$ cat src/rtl/fmc_i2c_init_seq_pkg.sv
// Shared types and the board bring-up command table for the FMC I2C init sequencer.
// Latency: n/a (types and constants only).
// Backpressure: n/a.
package fmc_i2c_pkg;

  typedef enum logic [2:0] {
    IDLE,
    ISSUE,
    WAIT_RSP,
    GAP,
    DONE,
    FAIL
  } state_t;

  // One register write: 7-bit target address, register byte, data byte.
  typedef struct packed {
    logic [6:0] addr;
    logic [7:0] reg_byte;
    logic [7:0] data;
  } cmd_entry_t;

  localparam int CMD_TABLE_LEN = 4;

  // Entry 0 lights LED4 on the CPLD so bring-up progress is visible on the board.
  // Entry 1 steers the I2C mux to the FMC branch, entry 2 enables all CPLD
  // outputs, entry 3 programs the clock synthesizer control register.
  localparam cmd_entry_t CMD_TABLE [CMD_TABLE_LEN] = '{
    '{addr: 7'h3E, reg_byte: 8'h02, data: 8'h01},
    '{addr: 7'h74, reg_byte: 8'h00, data: 8'h08},
    '{addr: 7'h3E, reg_byte: 8'h03, data: 8'hFF},
    '{addr: 7'h68, reg_byte: 8'h10, data: 8'hA5}
  };

endpackage

$ cat src/rtl/fmc_i2c_init_seq_if.sv
// Request/response handshake between the init sequencer and the I2C byte engine.
// Latency: n/a (wires only).
// Backpressure: cmd_valid holds until cmd_ready; rsp_valid is a one-cycle pulse.
interface fmc_i2c_init_seq_if;
  logic       cmd_valid;
  logic       cmd_ready;
  logic [6:0] cmd_addr;
  logic [7:0] cmd_reg;
  logic [7:0] cmd_data;
  logic       rsp_valid;
  logic       rsp_nack;

  modport master (
    output cmd_valid, cmd_addr, cmd_reg, cmd_data,
    input  cmd_ready, rsp_valid, rsp_nack
  );

  modport slave (
    input  cmd_valid, cmd_addr, cmd_reg, cmd_data,
    output cmd_ready, rsp_valid, rsp_nack
  );
endinterface

$ cat src/rtl/fmc_i2c_init_seq_cmd_rom.sv
// Command-table lookup: maps an entry index to its register write.
// Latency: combinational.
// Backpressure: none; indices past the table return an all-zero entry.
import fmc_i2c_pkg::*;

module fmc_i2c_cmd_rom (
  input  logic [2:0] idx,
  output cmd_entry_t entry
);
  localparam int AW = $clog2(CMD_TABLE_LEN);

  // Table read with a safe zero for out-of-range indices.
  always_comb begin
    entry = '0;
    if (int'(idx) < CMD_TABLE_LEN) entry = CMD_TABLE[idx[AW-1:0]];
  end
endmodule

$ cat src/rtl/fmc_i2c_init_seq.sv
// Walks the command table issuing I2C writes, retrying NACKs/timeouts after an idle gap.
// Latency: first request one cycle after start; done/error one cycle after the last response.
// Backpressure: request held stable until cmd_ready; the response timeout runs only after acceptance.
import fmc_i2c_pkg::*;

module fmc_i2c_init_seq #(
  parameter int N_CMDS      = 4,
  parameter int MAX_RETRY   = 3,
  parameter int RSP_TIMEOUT = 65535,
  parameter int GAP_CYC     = 1000
) (
  input  logic                CLK,
  input  logic                rst_n,
  input  logic                start,
  output logic                busy,
  output logic                done,
  output logic                error,
  output logic [2:0]          err_idx,
  fmc_i2c_init_seq_if.master  bus
);

  localparam int RW = (MAX_RETRY > 0) ? $clog2(MAX_RETRY + 1) : 1;
  localparam int TW = (RSP_TIMEOUT > 0) ? $clog2(RSP_TIMEOUT + 1) : 1;
  localparam int GW = (GAP_CYC > 1) ? $clog2(GAP_CYC) : 1;

  localparam logic [2:0]    LAST_IDX  = 3'(N_CMDS - 1);
  localparam logic [RW-1:0] RETRY_MAX = RW'(MAX_RETRY);
  localparam logic [TW-1:0] TO_LIM    = TW'(RSP_TIMEOUT);
  localparam logic [GW-1:0] GAP_LAST  = GW'((GAP_CYC > 0) ? GAP_CYC - 1 : 0);

  state_t        state_q, state_d;
  logic [2:0]    idx_q, idx_d;
  logic [RW-1:0] retry_q, retry_d;
  logic [TW-1:0] to_q, to_d;
  logic [GW-1:0] gap_q, gap_d;
  logic          err_q, err_d;
  logic [2:0]    err_idx_q, err_idx_d;
  cmd_entry_t    rom_entry;

  logic       cmd_vld_q;
  logic [6:0] cmd_addr_q;
  logic [7:0] cmd_reg_q;
  logic [7:0] cmd_data_q;

  // Looked up with the next index so the request fields can be registered on ISSUE entry.
  fmc_i2c_cmd_rom u_rom (
    .idx   (idx_d),
    .entry (rom_entry)
  );

  // Next-state, counter and error-flag logic.
  always_comb begin
    state_d   = state_q;
    idx_d     = idx_q;
    retry_d   = retry_q;
    to_d      = to_q;
    gap_d     = gap_q;
    err_d     = err_q;
    err_idx_d = err_idx_q;
    case (state_q)
      IDLE: begin
        if (start) begin
          err_d     = 1'b0;
          err_idx_d = 3'd0;
          idx_d     = 3'd0;
          retry_d   = '0;
          state_d   = ISSUE;
        end
      end
      ISSUE: begin
        if (bus.cmd_ready) begin
          to_d    = '0;
          state_d = WAIT_RSP;
        end
      end
      WAIT_RSP: begin
        // A response in the expiry cycle wins over the timeout.
        if (bus.rsp_valid && !bus.rsp_nack) begin
          if (idx_q == LAST_IDX) begin
            state_d = DONE;
          end else begin
            idx_d   = idx_q + 3'd1;
            retry_d = '0;
            state_d = ISSUE;
          end
        end else if (bus.rsp_valid || (to_q == TO_LIM)) begin
          if (retry_q < RETRY_MAX) begin
            retry_d = retry_q + RW'(1);
            gap_d   = '0;
            state_d = GAP;
          end else begin
            err_d     = 1'b1;
            err_idx_d = idx_q;
            state_d   = FAIL;
          end
        end else if (to_q != TO_LIM) begin
          to_d = to_q + TW'(1);
        end
      end
      GAP: begin
        if (gap_q == GAP_LAST) state_d = ISSUE;
        else                   gap_d   = gap_q + GW'(1);
      end
      DONE:    state_d = IDLE;
      FAIL:    state_d = IDLE;
      default: state_d = IDLE;
    endcase
  end

  // State, counters and sticky error flag.
  always_ff @(posedge CLK or negedge rst_n) begin
    if (!rst_n) begin
      state_q   <= IDLE;
      idx_q     <= 3'd0;
      retry_q   <= '0;
      to_q      <= '0;
      gap_q     <= '0;
      err_q     <= 1'b0;
      err_idx_q <= 3'd0;
    end else begin
      state_q   <= state_d;
      idx_q     <= idx_d;
      retry_q   <= retry_d;
      to_q      <= to_d;
      gap_q     <= gap_d;
      err_q     <= err_d;
      err_idx_q <= err_idx_d;
    end
  end

  // Registered request: valid exactly while in ISSUE, fields frozen for its duration.
  always_ff @(posedge CLK or negedge rst_n) begin
    if (!rst_n) begin
      cmd_vld_q  <= 1'b0;
      cmd_addr_q <= 7'd0;
      cmd_reg_q  <= 8'd0;
      cmd_data_q <= 8'd0;
    end else if (state_d == ISSUE) begin
      cmd_vld_q  <= 1'b1;
      cmd_addr_q <= rom_entry.addr;
      cmd_reg_q  <= rom_entry.reg_byte;
      cmd_data_q <= rom_entry.data;
    end else begin
      cmd_vld_q  <= 1'b0;
    end
  end

  assign bus.cmd_valid = cmd_vld_q;
  assign bus.cmd_addr  = cmd_addr_q;
  assign bus.cmd_reg   = cmd_reg_q;
  assign bus.cmd_data  = cmd_data_q;

  assign busy    = (state_q != IDLE);
  assign done    = (state_q == DONE);
  assign error   = err_q;
  assign err_idx = err_idx_q;

endmodule

$ cat src/flat_wrapper.sv
// flat-port wrapper written by rule: the top's interface ports become plain ports
module fmc_i2c_init_seq_flat 
#(
  parameter int N_CMDS      = 4,
  parameter int MAX_RETRY   = 3,
  parameter int RSP_TIMEOUT = 65535,
  parameter int GAP_CYC     = 1000
)
  (CLK, rst_n, start, busy, done, error, err_idx, bus_cmd_valid, bus_cmd_addr, bus_cmd_reg, bus_cmd_data, bus_cmd_ready, bus_rsp_valid, bus_rsp_nack);
  fmc_i2c_init_seq_if bus_i ();
  input  logic CLK;
  input  logic rst_n;
  input  logic start;
  output logic busy;
  output logic done;
  output logic error;
  output logic [2:0] err_idx;
  output wire logic [$bits(bus_i.cmd_valid)-1:0] bus_cmd_valid;
  output wire logic [$bits(bus_i.cmd_addr)-1:0] bus_cmd_addr;
  output wire logic [$bits(bus_i.cmd_reg)-1:0] bus_cmd_reg;
  output wire logic [$bits(bus_i.cmd_data)-1:0] bus_cmd_data;
  input wire logic [$bits(bus_i.cmd_ready)-1:0] bus_cmd_ready;
  input wire logic [$bits(bus_i.rsp_valid)-1:0] bus_rsp_valid;
  input wire logic [$bits(bus_i.rsp_nack)-1:0] bus_rsp_nack;
  assign bus_cmd_valid = bus_i.cmd_valid;
  assign bus_cmd_addr = bus_i.cmd_addr;
  assign bus_cmd_reg = bus_i.cmd_reg;
  assign bus_cmd_data = bus_i.cmd_data;
  assign bus_i.cmd_ready = bus_cmd_ready;
  assign bus_i.rsp_valid = bus_rsp_valid;
  assign bus_i.rsp_nack = bus_rsp_nack;
  fmc_i2c_init_seq #(.N_CMDS(N_CMDS), .MAX_RETRY(MAX_RETRY), .RSP_TIMEOUT(RSP_TIMEOUT), .GAP_CYC(GAP_CYC)) u_core (.CLK(CLK), .rst_n(rst_n), .start(start), .busy(busy), .done(done), .error(error), .err_idx(err_idx), .bus(bus_i));
endmodule
$ cat config.mk
export PLATFORM = sky130hd
export DESIGN_NAME = fmc_i2c_init_seq_flat
export DESIGN_NICKNAME = d
export VERILOG_FILES = /design/src/rtl/fmc_i2c_init_seq_pkg.sv /design/src/rtl/fmc_i2c_init_seq_if.sv /design/src/rtl/fmc_i2c_init_seq_cmd_rom.sv /design/src/rtl/fmc_i2c_init_seq.sv /design/src/flat_wrapper.sv
export SDC_FILE = /design/constraint.sdc
export NUM_CORES = 1
export LEC_CHECK = 0
export CAP_MARGIN = 25
export CORE_MARGIN = 4
export CORE_UTILIZATION = 59
export CTS_BUF_LIST = sky130_fd_sc_hd__clkbuf_4 sky130_fd_sc_hd__clkbuf_8 sky130_fd_sc_hd__clkbuf_16
export CTS_CLUSTER_DIAMETER = 40
export CTS_CLUSTER_SIZE = 30
export DETAILED_ROUTE_END_ITERATION = 10
export GPL_ROUTABILITY_DRIVEN = 0
export PLACE_DENSITY = 0.82
export SLEW_MARGIN = 25
export SYNTH_ARGS = -nofsm -noshare
export SYNTH_HDL_FRONTEND = slang
export SYNTH_HIERARCHICAL = 1
export SYNTH_SLANG_ARGS = --single-unit
export TNS_END_PERCENT = 20
$ cat constraint.sdc
create_clock -name CLK -period 3.3 [get_ports CLK]
set_input_delay 0.99 -clock CLK [delete_from_list [all_inputs] [get_ports CLK]]
set_output_delay 0.99 -clock CLK [all_outputs]
set_load 0.005 [all_outputs]
-- Yosys cells after proc, flatten, opt, wreduce, memory -nomap -nowiden
Index checks and enable logic that the tools add are counted.
- bits in registers: 62
- bits in latches: 0
- RAM bits: 0
- bits in read-only memories: 0
- input bits: 6
- output and inout port bits: 30
- word-level logic and storage cells: 95
- memories kept: 0
- $add $sub $neg: 4
- multipliers: 0
- divide/modulo/power cells: 0
- $lt $le $gt $ge: 3
- equality and inequality tests: 21
- shifts and indexed selects: 0
- mux-type cells: 43
- bitwise logic cells: 1
- reduce and logical (&&, ||, !) cells: 12
- operator list (kind ; count):
    $mux 23 ; 3
    $mux 16 ; 4
    $bmux 23 s2 ; 1
    $mux 3 ; 14
    $mux 10 ; 4
    $pmux 16 s2 ; 1
    $pmux 10 s2 ; 1
    $reduce_and 5->1 ; 4
    $add 16x1->16 const B ; 1
    $eq 16x16->1 const B ; 1
    $ne 16x16->1 const B ; 1
    $ne 2x2->1 const B ; 6
    $pmux 3 s2 ; 2
    $pmux 3 s4 ; 1
    $add 10x1->10 const B ; 1
    $eq 10x10->1 const B ; 1
    $mux 2 ; 5
    $eq 3x2->1 const B ; 3
    $eq 3x1->1 const B ; 2
    $ne 2x1->1 const B ; 3
    $ne 3x1->1 const B ; 2
    $reduce_bool 2->1 ; 3
    $mux 1 ; 5
    $pmux 2 s2 ; 1
    14 further kinds ; 14

-- Logic depth before layout (Yosys ltp)
Gate-level depths: netlist of run 1.
- word-level depth: 9
- gate-level depth with buffers: 12
- depth with buffers taken out: 11

-- Hierarchy
The synthesis of run 1 kept the hierarchy.
- by module, submodules not included (module ; times used ; cells an instance ; area each (um2) ; sequential area each (um2)):
    fmc_i2c_init_seq ; 1 ; 385 ; 3708.6 ; 1551.5
    fmc_i2c_cmd_rom ; 1 ; 31 ; 244.0 ; 0.0

-- Least setup slack after synthesis of run 1
No wires, ideal clock.
- path kind: input port to flip-flop
- from: input port bus_rsp_nack
- to: register u_core.cmd_data_q[4], in the netlist u_core/bus.cmd_data[4]
- library setup time: 0.133 ns
- arrival time: 2.857 ns
- required time: 3.167 ns
- setup slack: 0.310 ns
- stages on the path: 11
- path buffers: 1
- cell sequence: and2b_1 nand2_1 nor3_1 mux2i_1 o21ai_0 inv_1 ha_1 and2b_2 buf_4 nand2_1 o211ai_2
- RTL lines (what ; line ; RTL):
    from (decl) ; flat_wrapper.sv:24 ; input wire logic [$bits(bus_i.rsp_nack)-1:0] bus_rsp_nack;
    to (signal assigned) ; fmc_i2c_init_seq.sv:142 ; cmd_data_q <= rom_entry.data;
    to (decl) ; fmc_i2c_init_seq.sv:43 ; logic [7:0] cmd_data_q;

-- Worst setup path after layout of run 1
- from: input port bus_rsp_valid
- to: register u_core.cmd_reg_q[0], in the netlist u_core/bus.cmd_reg[0]
- cells in the longest elaborated chain, start to end: 8
- elaborated cells on any way between the ends: 14
- classes of those cells: 1 x order compare; 1 x eq/ne; 9 x mux; 1 x bitwise; 2 x reduce/logical
- ends and longest elaborated chain (what ; line ; RTL):
    from (decl) ; flat_wrapper.sv:23 ; input wire logic [$bits(bus_i.rsp_valid)-1:0] bus_rsp_valid;
    $logic_and 1x1->1 * ; fmc_i2c_init_seq.sv:78 ; if (bus.rsp_valid && !bus.rsp_nack) begin
    $mux 3 * ; fmc_i2c_init_seq.sv:78 ;
    $pmux 3 s2 * ; fmc_i2c_init_seq.sv:60 ; case (state_q)
    net u_core.idx_d[1] ; fmc_i2c_init_seq.sv:32 ; logic [2:0] idx_q, idx_d;
    $not 2->3 (implied by the code) ; fmc_i2c_init_seq_cmd_rom.sv:15 ; if (int'(idx) < CMD_TABLE_LEN) entry = CMD_TABLE[idx[AW-1:0]];
    $bmux 23 s2 ; fmc_i2c_init_seq_cmd_rom.sv:15 ;
    $mux 23 (implied by the code) (2 in a row) ; fmc_i2c_init_seq_cmd_rom.sv:15 ;
    $mux 23 * ; fmc_i2c_init_seq_cmd_rom.sv:15 ;
    to (signal assigned) ; fmc_i2c_init_seq.sv:141 ; cmd_reg_q <= rom_entry.reg_byte;
    to (decl) ; fmc_i2c_init_seq.sv:42 ; logic [7:0] cmd_reg_q;
The timed path passes the listed nets; every way through them passes the cells marked *. The select of a mux whose other input is x is not followed.
A chain may end at the register's enable or synchronous reset.

==> results of run 1 <==
-- where the power goes --
| part | leakage, nW | internal (mW) | switching, mW |
|---|---|---|---|
| Clock | 0.0869 | 0.298 | 0.271 |
| Combinational | 0.959 | 1.05 | 1.19 |
| Sequential | 0.790 | 1.03 | 0.254 |
-- per-layer routing --
| layer | part of all wire | wire (um) |
|---|---|---|
| met5 | 0 | 0 |
| met3 | 0.050 | 443 |
| met4 | 0.011 | 102 |
| met2 | 0.50 | 4410 |
| met1 | 0.44 | 3920 |
-- critical path, delay by kind of cell --
family	cells	cell delay, ps
buffers and inverters	2	790
AND/OR/NAND/NOR	5	780
adder cells (fa/ha/maj)	1	170
AO/OA/AOI/OAI	3	600
-- kinds of logic (layout without fill, tap and decap cells) --
kind of cell             after synthesis  after routing
buffers and inverters                 50             77
other                                  1              6
adder cells (fa/ha/maj)                9              9
AND/OR/NAND/NOR                      148            148
flip-flops                            62             62
XOR/XNOR                               5              5
AO/OA/AOI/OAI                        138            138
multiplexers                           3              3
-- through the flow --
stage / util / instances / total power [mW] / instance area (um2)
3_5_place_dp: 0.675 / 512 / 3.51 / 4340
4_1_cts: 0.700 / 525 / 4.11 / 4500
5_1_grt: 0.700 / 525 / 4.43 / 4500
6_report: 0.700 / 525 / 4.09 / 4500
2_1_floorplan: - / 421 / 2.89 / 3970
3_3_place_gp: 0.674 / 512 / 3.43 / 4330
-- layout by cell type, fill, tap and decap left out, types with 11 or more instances in the layout --
cell             Yosys  routed
clkdlybuf4s50_1      0      34
clkbuf_8             0      11
a21oi_1             15      15
dfrtp_1             62      62
nand2_1             46      46
and2_1              25      25
buf_4               14      17
nor2_1              14      14
o21ai_0             37      37
o211ai_2            18      18
a32oi_1             23      23
-- worst paths after layout --
path                                         end  cells past startpoint
max                        u_core/bus.cmd_reg[0]                     11
min                                 u_core/error                      1
max reg2reg                u_core/bus.cmd_reg[0]                     11
min reg2reg                         u_core/error                      1
max in group asynchronous      u_core/state_q[0]                      2
min in group asynchronous        u_core/to_q[13]                      1
-- final cells by class --
cell class,instances,area (um2)
multi-input combinational,309,2140
fill,483,1920
sequential,62,1550
timing repair buffer,54,513
clock buffer,11,151
tap,77,96.3
inverter,10,37.5
clock inverter,2,10.0
==> results.toml, run 1 <==
[critical_path]
worstReg2RegStart = "u_core/idx_q[0]"
endpoint_kind = "flop"
critPathRequiredTime_ps = 3560
max_stage_delay_ps = 590
path_max_fanout = 7
crit_path_start_kind = "primary input"
cpMostUsedCell = "nand2_1"
critPathKind = "primary input to flop"
crit_path_top_delay_cell = "clkdlybuf4s50_1"
worstPathArrival_ps = 3320
reg2reg_slack_ps = 870
crit_start = "bus_rsp_valid"
crit_chain = "clkdlybuf4s50_1 > and2b_1 > nand2_1 > nor3_1 > a22oi_1 > o21ai_0 > buf_4 > ha_1 > and2b_2 > nand2_1 > o211ai_2"

[global_routing]
top_usage_layer = "met2"
grt_max_degree = 33
use_met2 = 0.386
grt_overflow_total = 0
track_usage = 0.227
use_met3 = 0.0584
antenna_found_initial = 0
first_global_vias = 3318
use_met1 = 0.288
grt_pass1_wl_mm = 15.4

[synthesis]
syn_area_per_cell_um2 = 9.50
synthMostInstantiatedCell = "dfrtp_1"
synth-edff-count = 0
synth_commonest_cells = "dfrtp_1, nand2_1, o21ai_0"
synth_cells = 416
synth_area_leaders = "dfrtp_1, o211ai_2, a32oi_1"
synth-seq-cells = 62
synth_compound_gate_area_share = 0.271
synthFlopType = "dfrtp_1"
yosys_warnings = 6
synthArstFlopShare = 1.00
synth_mux_area_frac = 0.00823
synth_top_area_cell = "dfrtp_1"
synth_top_family_by_area = "compound AO/OA/AOI/OAI gates"
synth_fa_ha_area_frac = 0.0285
ys_types = 61
synthXorXnorAreaFrac = 0.0111
synth_top_area_frac = 0.393
synthesis.area_um2 = 3950
yosys.area_share.simple = 0.215
ys_seq_area_frac = 0.393

[floorplanning]
start_util = 0.615
fp.dieW_um = 89.9
die_h_um = 89.9
fp.dieArea_um2 = 8070
rows = 29
core_area_um2 = 6420
ioPinCount = 36

[timing]
timing.final.crit_share = 0.927
final.setup.tns_ps = 0
hold_slack_ps = 476
fin_crit_ps = 3060
fin_skew_ps = 9.01
tightest_slew_ps = 715
maxSlewViolCount = 0
rsz0062_at_grt = "false"
setup_slack_ps = 240
finalSetupViolations = 0
fmax_mhz = 327
report.final.hold_viol_count = 0
slew_headroom = 0.523

[place]
dp_slack_ps = -36.3
dpl.hpwl_mm = 5.92
io_buffers = 35

[detailed_routing]
ant_nets = 0
drc = 0
vias_per_cell = 6.39
first_pass_iters = 5
drt_iter0_markers = 308
via_count = 3356
drt-total-wl_mm = 8.87
wl_per_cell_um = 16.9

[clock_tree]
clockBufferDepth = 2
cts.sinks = 62
cts_resized = 0
holdBufCountCts = 0
cts-buffers-inserted = 9
cts_setup_buffers = 0
cts_tree = "yes"
htree_levels = 3
clk_latency_ps = 330
cts-root-buf = "clkbuf_8"
clk_pin_slew_ps = 70

[final_layout]
n_antenna_cell = 0
nets = 461
largest-register = "u_core/to_q"
top_regs = "u_core/to_q x16, u_core/gap_q x10"
drive_gt1_frac = 0.163
syn_to_final_growth_pct = 13.8
largest_register_ffs = 16

[power_and_ir_drop]
vdd_drop_max_v = 0.000607
leakagePower_nw = 1.84
power_density_nw_per_um2 = 910

[flow_run]
drv_cap = 0

[status]
status = "complete, no violations"

[worst_hold_path]
hp-start = "u_core/error"
hold_class = "flop to flop"
(Power assumes the default switching activity.)
==> run 2, diff against run 1 <==
SETUP_SLACK_MARGIN = 0.15   (was default)
==> results.toml, run 2 (same netlist as run 1, synthesis figures left out) <==
[clock_tree]
cts-root-buf = "clkbuf_8"
htree_levels = 3
cts.sinks = 62
cts-buffers-inserted = 9
cts_resized = 0
clockBufferDepth = 2
clk_latency_ps = 330
cts_setup_buffers = 0
holdBufCountCts = 0
clk_pin_slew_ps = 70
cts_tree = "yes"

[critical_path]
critPathRequiredTime_ps = 3560
crit_path_start_kind = "primary input"
reg2reg_slack_ps = 870
worstReg2RegStart = "u_core/idx_q[0]"
worst_r2r_endpoint = "u_core/bus.cmd_reg[0]"
critPathKind = "primary input to flop"
path_max_fanout = 7
worstPathArrival_ps = 3330
endpoint_kind = "flop"
r2r_cells = 11

[worst_hold_path]
hold_path_end = "u_core/error"
hold_depth = 1
hp-start = "u_core/error"
hold_class = "flop to flop"

[detailed_routing]
via_count = 3352
wl_per_cell_um = 16.9
drt_iter0_markers = 308
ant_nets = 0
drc = 0
drt-total-wl_mm = 8.85
vias_per_cell = 6.38
first_pass_iters = 5

[timing]
report.final.hold_viol_count = 0
fin_crit_ps = 3070
slew_headroom = 0.523
rsz0062_at_grt = "true"
tightest_slew_ps = 715
maxSlewViolCount = 0
fmax_mhz = 326
final.setup.tns_ps = 0
fin_skew_ps = 8.83
finalSetupViolations = 0
timing.final.crit_share = 0.929
hold_slack_ps = 476

[final_layout]
fill_cells = 483
multi_input_area_um2 = 2140
final_common_cell = "dfrtp_1"
largest-register = "u_core/to_q"
final_cell_mix = "dfrtp_1, nand2_1, o21ai_0, clkdlybuf4s50_1, and2_1"
top_regs = "u_core/to_q x16, u_core/gap_q x10"
drive_gt1_frac = 0.163
syn_to_final_growth_pct = 13.8
final_util = 0.700
nets = 461
largest_register_ffs = 16
seq_area_um2 = 1550
n_antenna_cell = 0

[global_routing]
antenna_found_initial = 0
track_usage = 0.227
grt_pass1_wl_mm = 15.4
grt_max_degree = 33
grt_overflow_total = 0
first_global_vias = 3318

[floorplanning]
core_area_um2 = 6420
fp.dieW_um = 89.9
die_h_um = 89.9
ioPinCount = 36
fp.dieArea_um2 = 8070
rows = 29
start_util = 0.615

[power_and_ir_drop]
vdd_drop_max_v = 0.000606
power_density_nw_per_um2 = 910
leakagePower_nw = 1.84

[place]
io_buffers = 35
dpl.hpwl_mm = 5.92

[flow_run]
drv_cap = 0

[status]
status = "complete, no violations"
==> run 2: cell types whose count changed in the layout (fill, tap and decap cells not counted) <==
cell     change
o21ai_1      +1
o21ai_0      -1
==> run 2: routing by layer <==
layer / GRT usage / part of all wire / wire [um]
met4: 0.0625 / 0.0093 / 82
met2: 0.386 / 0.50 / 4450
met3: 0.0584 / 0.057 / 503
met1: 0.288 / 0.43 / 3820
met5: 0 / 0 / 0
==> run 2: through the flow <==
| step | power (mW) | cell area, um2 | std cells | worst slack, ps |
|---|---|---|---|---|
| after global placement | 3.43 | 4330 | 512 | -11.0 |
| after global routing | 4.43 | 4500 | 525 | 139 |
| after CTS | 4.11 | 4500 | 525 | 300 |
| after floorplan | 2.89 | 3970 | 421 | 310 |
| after detailed placement | 3.51 | 4340 | 512 | -36.3 |
| final | 4.09 | 4500 | 525 | 234 |
==> run 2: power breakdown <==
| part | total [mW] | switching [mW] | internal (mW) | leakage, nW |
|---|---|---|---|---|
| clock network | 0.569 | 0.271 | 0.298 | 0.0869 |
| logic | 2.24 | 1.19 | 1.05 | 0.959 |
| registers | 1.28 | 0.254 | 1.03 | 0.790 |
| total | 4.09 | 1.71 | 2.38 | 1.84 |
==> run 2: how the worst max path moves through the flow <==
stage / start / end / slack [ps]
after floorplan: bus_rsp_nack / u_core/bus.cmd_data[4] / 310
after global placement: bus_rsp_valid / u_core/gap_q[5] / -10
after detailed placement: bus_rsp_valid / u_core/bus.cmd_data[3] / -40
after CTS: bus_rsp_valid / u_core/bus.cmd_reg[0] / 300
after global routing: bus_rsp_valid / u_core/bus.cmd_data[4] / 140
final: bus_rsp_valid / u_core/bus.cmd_reg[0] / 230
==> run 2: area by class of cell <==
type / count / area share
multi-input cells: 309 / 0.475
repair buffers: 54 / 0.114
well taps: 77 / 0.0214
clock inverters: 2 / 0.00223
flip-flops and latches: 62 / 0.345
clock buffers: 11 / 0.0337
inverters: 10 / 0.00834
==> run 2: critical path: stages <==
cell,delay (ps)
clkdlybuf4s50_1,590
and2b_1,180
nand2_1,100
nor3_1,240
a22oi_1,150
o21ai_0,310
buf_4,200
ha_1,170
and2b_2,190
nand2_1,70
o211ai_2,140
==> run 3, diff against run 2 <==
CORE_UTILIZATION = 53   (was 59)
PLACE_DENSITY = 0.74   (was 0.82)
==> results.toml, run 3 (same netlist as run 1, synthesis figures left out) <==
[timing]
setup_slack_ps = 287
rsz0062_at_grt = "false"
fin_skew_ps = 9.58
fin_crit_ps = 3010
fmax_mhz = 332
slew_headroom = 0.433
finalSetupViolations = 0
hold_slack_ps = 489
report.final.hold_viol_count = 0
tightest_slew_ps = 840
timing.final.crit_share = 0.913
maxSlewViolCount = 0

[critical_path]
path_max_fanout = 4
critPathKind = "primary input to flop"
worst_r2r_endpoint = "u_core/gap_q[5]"
worstPathArrival_ps = 3220
crit_end = "u_core/bus.cmd_data[3]"
crit_start = "bus_rsp_valid"
reg2reg_slack_ps = 810
worstReg2RegStart = "u_core/state_q[1]"
critPathRequiredTime_ps = 3500
crit_path_start_kind = "primary input"
endpoint_kind = "flop"
r2r_cells = 5

[power_and_ir_drop]
leakagePower_nw = 1.86
power_mw = 4.25
power_density_nw_per_um2 = 927
vdd_drop_max_v = 0.000482

[floorplanning]
start_util = 0.545
fp.dieArea_um2 = 8900
core_area_um2 = 7250
die_h_um = 94.4
rows = 31
ioPinCount = 36
fp.dieW_um = 94.4

[final_layout]
largest-register = "u_core/to_q"
final_cell_area_um2 = 4580
nets = 462
fill_cells = 619
final_common_cell = "dfrtp_1"
largest_register_ffs = 16
final_util = 0.632
final_cell_mix = "dfrtp_1, nand2_1, o21ai_0, clkdlybuf4s50_1, and2_1"
drive_gt1_frac = 0.168
syn_to_final_growth_pct = 16.0
top_regs = "u_core/to_q x16, u_core/gap_q x10"
n_antenna_cell = 0

[clock_tree]
cts.sinks = 62
clockBufferDepth = 2
htree_levels = 3
cts-buffers-inserted = 9
cts_tree = "yes"
holdBufCountCts = 0
cts-root-buf = "clkbuf_8"
cts_setup_buffers = 0
clk_latency_ps = 330
cts_resized = 0
clk_pin_slew_ps = 70

[global_routing]
antenna_found_initial = 0
grt_overflow_total = 0
grt_pass1_wl_mm = 15.3
first_global_vias = 3334
track_usage = 0.213
grt_max_degree = 36

[status]
status = "complete, no violations"

[place]
io_buffers = 35
placed_area_um2 = 4370
dp_slack_ps = -27.5
dpl.hpwl_mm = 6.04

[worst_hold_path]
hold_class = "flop to flop"

[detailed_routing]
ant_nets = 0
wl_per_cell_um = 16.5
drc = 0
vias_per_cell = 6.05
via_count = 3334
first_pass_iters = 5
drt-total-wl_mm = 9.11
drt_iter0_markers = 204

[flow_run]
drv_cap = 0
==> run 3: worst min-delay path by stage <==
stage                     from         endpoint  cells past startpoint  slack [ps]
3_5_place_dp      u_core/error     u_core/error                      1         470
2_1_floorplan  u_core/gap_q[9]  u_core/gap_q[9]                      1         440
3_3_place_gp   u_core/gap_q[9]  u_core/gap_q[9]                      1         460
6_report          u_core/error     u_core/error                      1         490
5_1_grt           u_core/error     u_core/error                      1         510
4_1_cts           u_core/error     u_core/error                      1         490
==> run 3: worst max-delay path: stages <==
cell and delay [ps]:
clkdlybuf4s50_1 530, and2b_1 160, nand2_1 80, nor3_1 200
a22oi_1 90, o21ai_0 410, inv_1 130, ha_1 290
and2b_2 190, nand2_1 60, o211ai_1 80
==> run 3: per-layer routing <==
layer  vias up  wire [um]  global-route usage  share of wire
li1       1596          -                   -              -
met1      1634       3990               0.269           0.44
met2        95       4650               0.373           0.51
met3         9        393              0.0311          0.043
met4         0         74              0.0758         0.0081
met5         -          0                   0              0
==> run 3: where the power goes <==
part	total (mW)	switching [mW]	internal, mW
Sequential	1.29	0.262	1.02
Combinational	2.23	1.18	1.05
Clock	0.732	0.300	0.432
==> run 3: layout make-up <==
type / instances / area (um2) / share of cell area
Multi-Input combinational cell: 309 / 2130 / 0.465
Sequential cell: 62 / 1550 / 0.339
Timing Repair Buffer: 55 / 520 / 0.114
Clock buffer: 10 / 131 / 0.0287
Tap cell: 99 / 124 / 0.0270
Clock inverter: 6 / 86.3 / 0.0188
Inverter: 10 / 37.5 / 0.00819
==> run 3: per-stage QoR <==
| stage | cells | TNS (ps) |
|---|---|---|
| 6_report | 551 | 0 |
| 5_1_grt | 551 | 0 |
| 4_1_cts | 551 | 0 |
| 3_5_place_dp | 535 | -27.5 |
| 3_3_place_gp | 535 | 0 |
| 2_1_floorplan | 421 | 0 |
==> RTL change (flow settings as in run 2) <==
`MAX_RETRY` is set to 3 in 2 places; all go to 6.
--- a/src/rtl/fmc_i2c_init_seq.sv
+++ b/src/rtl/fmc_i2c_init_seq.sv
@@ -5,7 +5,7 @@
 
 module fmc_i2c_init_seq #(
   parameter int N_CMDS      = 4,
-  parameter int MAX_RETRY   = 3,
+  parameter int MAX_RETRY   = 6,
   parameter int RSP_TIMEOUT = 65535,
   parameter int GAP_CYC     = 1000
 ) (
--- a/src/flat_wrapper.sv
+++ b/src/flat_wrapper.sv
@@ -2,7 +2,7 @@
 module fmc_i2c_init_seq_flat 
 #(
   parameter int N_CMDS      = 4,
-  parameter int MAX_RETRY   = 3,
+  parameter int MAX_RETRY   = 6,
   parameter int RSP_TIMEOUT = 65535,
   parameter int GAP_CYC     = 1000
 )
Formal check against the unedited RTL: same outputs for any inputs over 10 cycles, from zero or initial values and one cycle with rst_n low; that may be too few to reach the edited logic, so the function may still have changed.
==> RTL change against run 2 <==
- clock skew down 0.0019 ns
- worst setup slack better by 0.21 ns
- design area fell by 15%
- global-route usage fell by 0.47 points
- synthesized area fell by 17%
- wire length fell by 28%
- power down 19%
- first-iteration DRC count decreased by 43%
- count of clock-buffer cells in the layout fell by 2
- combinational power shrank 34%
- sequential cell count is 1 higher
- critical path type is now reg -> out
==> RTL change: results (changes against run 2) <==
Finish
  – Max reg flops: 16 (unchanged)
  – FILL cells: 358 (-26%)
  – Layout cells sized above 1: 18.03% (+1.7 points)
  – Final #Nets: 365 (-21%)

Yosys
  – Area contributors post-synth: dfrtp_1 48%, mux2_2 8.6%, buf_4 3.9%
  – Sequential area share after synthesis: 48.07% (+8.8 points)
  – Ys Warns: 6 (unchanged)
  – Synth unique cells: 51 (-16%)
  – Predominant post-synthesis flop cell: dfrtp_1
  – Synth top cells by count: 63 x dfrtp_1, 34 x nor2_1, 25 x mux2_2
  – Post-synth ARST share: 100.0% (unchanged)

Setup path
  – Data arrival, critical path: 1.86 ns (-1.47 ns)
  – R2R Setup Slk: 0.81 ns (-0.06 ns)
  – Crit Path Max Fanout: 18 (+11)
  – Crit. Startpoint: u_core/state_q[1]$_DFF_PN0_
  – Slowest stage cell, crit path: dfrtp_1
  – R2r worst-path depth: 7 (-4)
  – Worst reg2reg startpoint: u_core/state_q[1]$_DFF_PN0_
  – R2r endpoint: u_core/bus.cmd_data[7]$_DFFE_PN0N_
  – Slowest stage delay, CP: 0.67 ns (+0.08 ns)

Run status
  – Status: complete, no violations

Drt
  – DR pass1 iterations: 4 (-1)
  – Via density: 5.475 (-14%)
  – Initial detailed-routing violation count: 176 (-43%)
  – Final WL: 6332 um (-28%)

Min path
  – HP Start: u_core/bus.cmd_reg[3]$_DFFE_PN0N_
  – Cells on Worst Hold Path: 1 (unchanged)
  – Hold endpoint: u_core/bus.cmd_reg[3]$_DFFE_PN0N_

GRT
  – Largest net degree at the start of global routing: 34 (+3.0%)
  – Number of global-route vias before repair: 2440 (-26%)
  – Tot GR Track Use: 22.24% (-0.47 points)
  – First-pass GRT wire length: 11360 um (-26%)

STA
  – WHS: 0.5118 ns (+0.03619 ns)
  – Slew headroom: 54.25% (+1.9 points)
  – Clk_skew: 0.006957 ns (-0.001870 ns)

CTS
  – H-tree depth: 3 (unchanged)
  – Worst skew pair latency: 0.35 ns (+0.02 ns)

Power and ir drop
  – P_leak: 1.683 nW (-8.3%)
  – Maximum vdd drop: 645.6 uV (+6.5%)

Placed design
  – Port bufs: 35 (unchanged)
  – Dpl cell area: 3657 um^2 (-16%)
  – Estimated wirelength of the detail-placed design: 4385 um (-26%)
[RTL change: cell count changes in the layout (fill, tap and decap cells not counted), moves of 8 or more]
cell	delta
nor2_1	+20
nand2_1	-23
o211ai_2	-18
o31ai_1	-8
mux2_2	+23
buf_4	-11
or4_1	-9
o21ai_0	-24
and2_1	-22
xor2_1	+10
a32oi_1	-23
[RTL change: worst max path at each step]
stage | depth (start not counted) | endpoint | slack (ns)
floorplan | 11 | u_core/bus.cmd_addr[1]$_DFFE_PN0N_ | 0.20
global placement | 9 | u_core/bus.cmd_addr[1]$_DFFE_PN0N_ | 0.14
detailed placement | 10 | u_core/bus.cmd_data[3]$_DFFE_PN0N_ | 0.10
CTS | 3 | busy | 0.45
global route | 10 | u_core/bus.cmd_data[3]$_DFFE_PN0N_ | 0.30
finish | 3 | busy | 0.45
[RTL change: layout make-up]
cell class | count | area [um^2] | share of cell area [%]
Tap cell | 70 | 87.58 | 2.282
Clock buffer | 9 | 123.9 | 3.228
Multi-Input combinational cell | 227 | 1540 | 40.14
Timing Repair Buffer | 43 | 430.4 | 11.22
Inverter | 6 | 22.52 | 0.5869
Clock inverter | 7 | 56.30 | 1.467
Sequential cell | 63 | 1577 | 41.08
[RTL change: kinds of logic after synthesis]
logic type / share of synthesized area [%]
compound gates: 9.157
xor+xnor: 4.807
fa+ha+maj: 3.434
buf+inv: 5.532
flops: 48.07
mux: 9.195
other cells: 0.1144
simple gates: 19.69
[RTL change: layer usage]
metal	vias to the layer above	track usage, %	wire, um
met5	-	0	0
met4	0	6.536	84
met3	11	9.111	339
met2	51	35.34	3035
met1	1119	27.92	2873
li1	1146	-	-
[RTL change: per-stage QoR]
step / util [%] / std cells / setup slack, ns / power (mW)
6_report: 73.27 / 425 / 0.4470 / 3.328
5_1_grt: 73.27 / 425 / 0.3035 / 3.593
4_1_cts: 73.27 / 425 / 0.4481 / 3.357
3_5_place_dp: 69.83 / 409 / 0.1000 / 2.721
3_3_place_gp: 69.83 / 409 / 0.1374 / 2.678
2_1_floorplan: - / 321 / 0.1980 / 2.240
[RTL change: critical path: cells and delay by family (launching register included)]
| family | cells | cell delay [ns] |
|---|---|---|
| DFF | 1 | 0.67 |
| and+or+nand+nor | 1 | 0.12 |
| buffers and inverters | 2 | 0.73 |
[RTL change: where the power goes]
group	internal, mW	total (mW)	switching (mW)
logic	0.842	1.47	0.627
clock network	0.281	0.614	0.333
registers	1.03	1.25	0.220
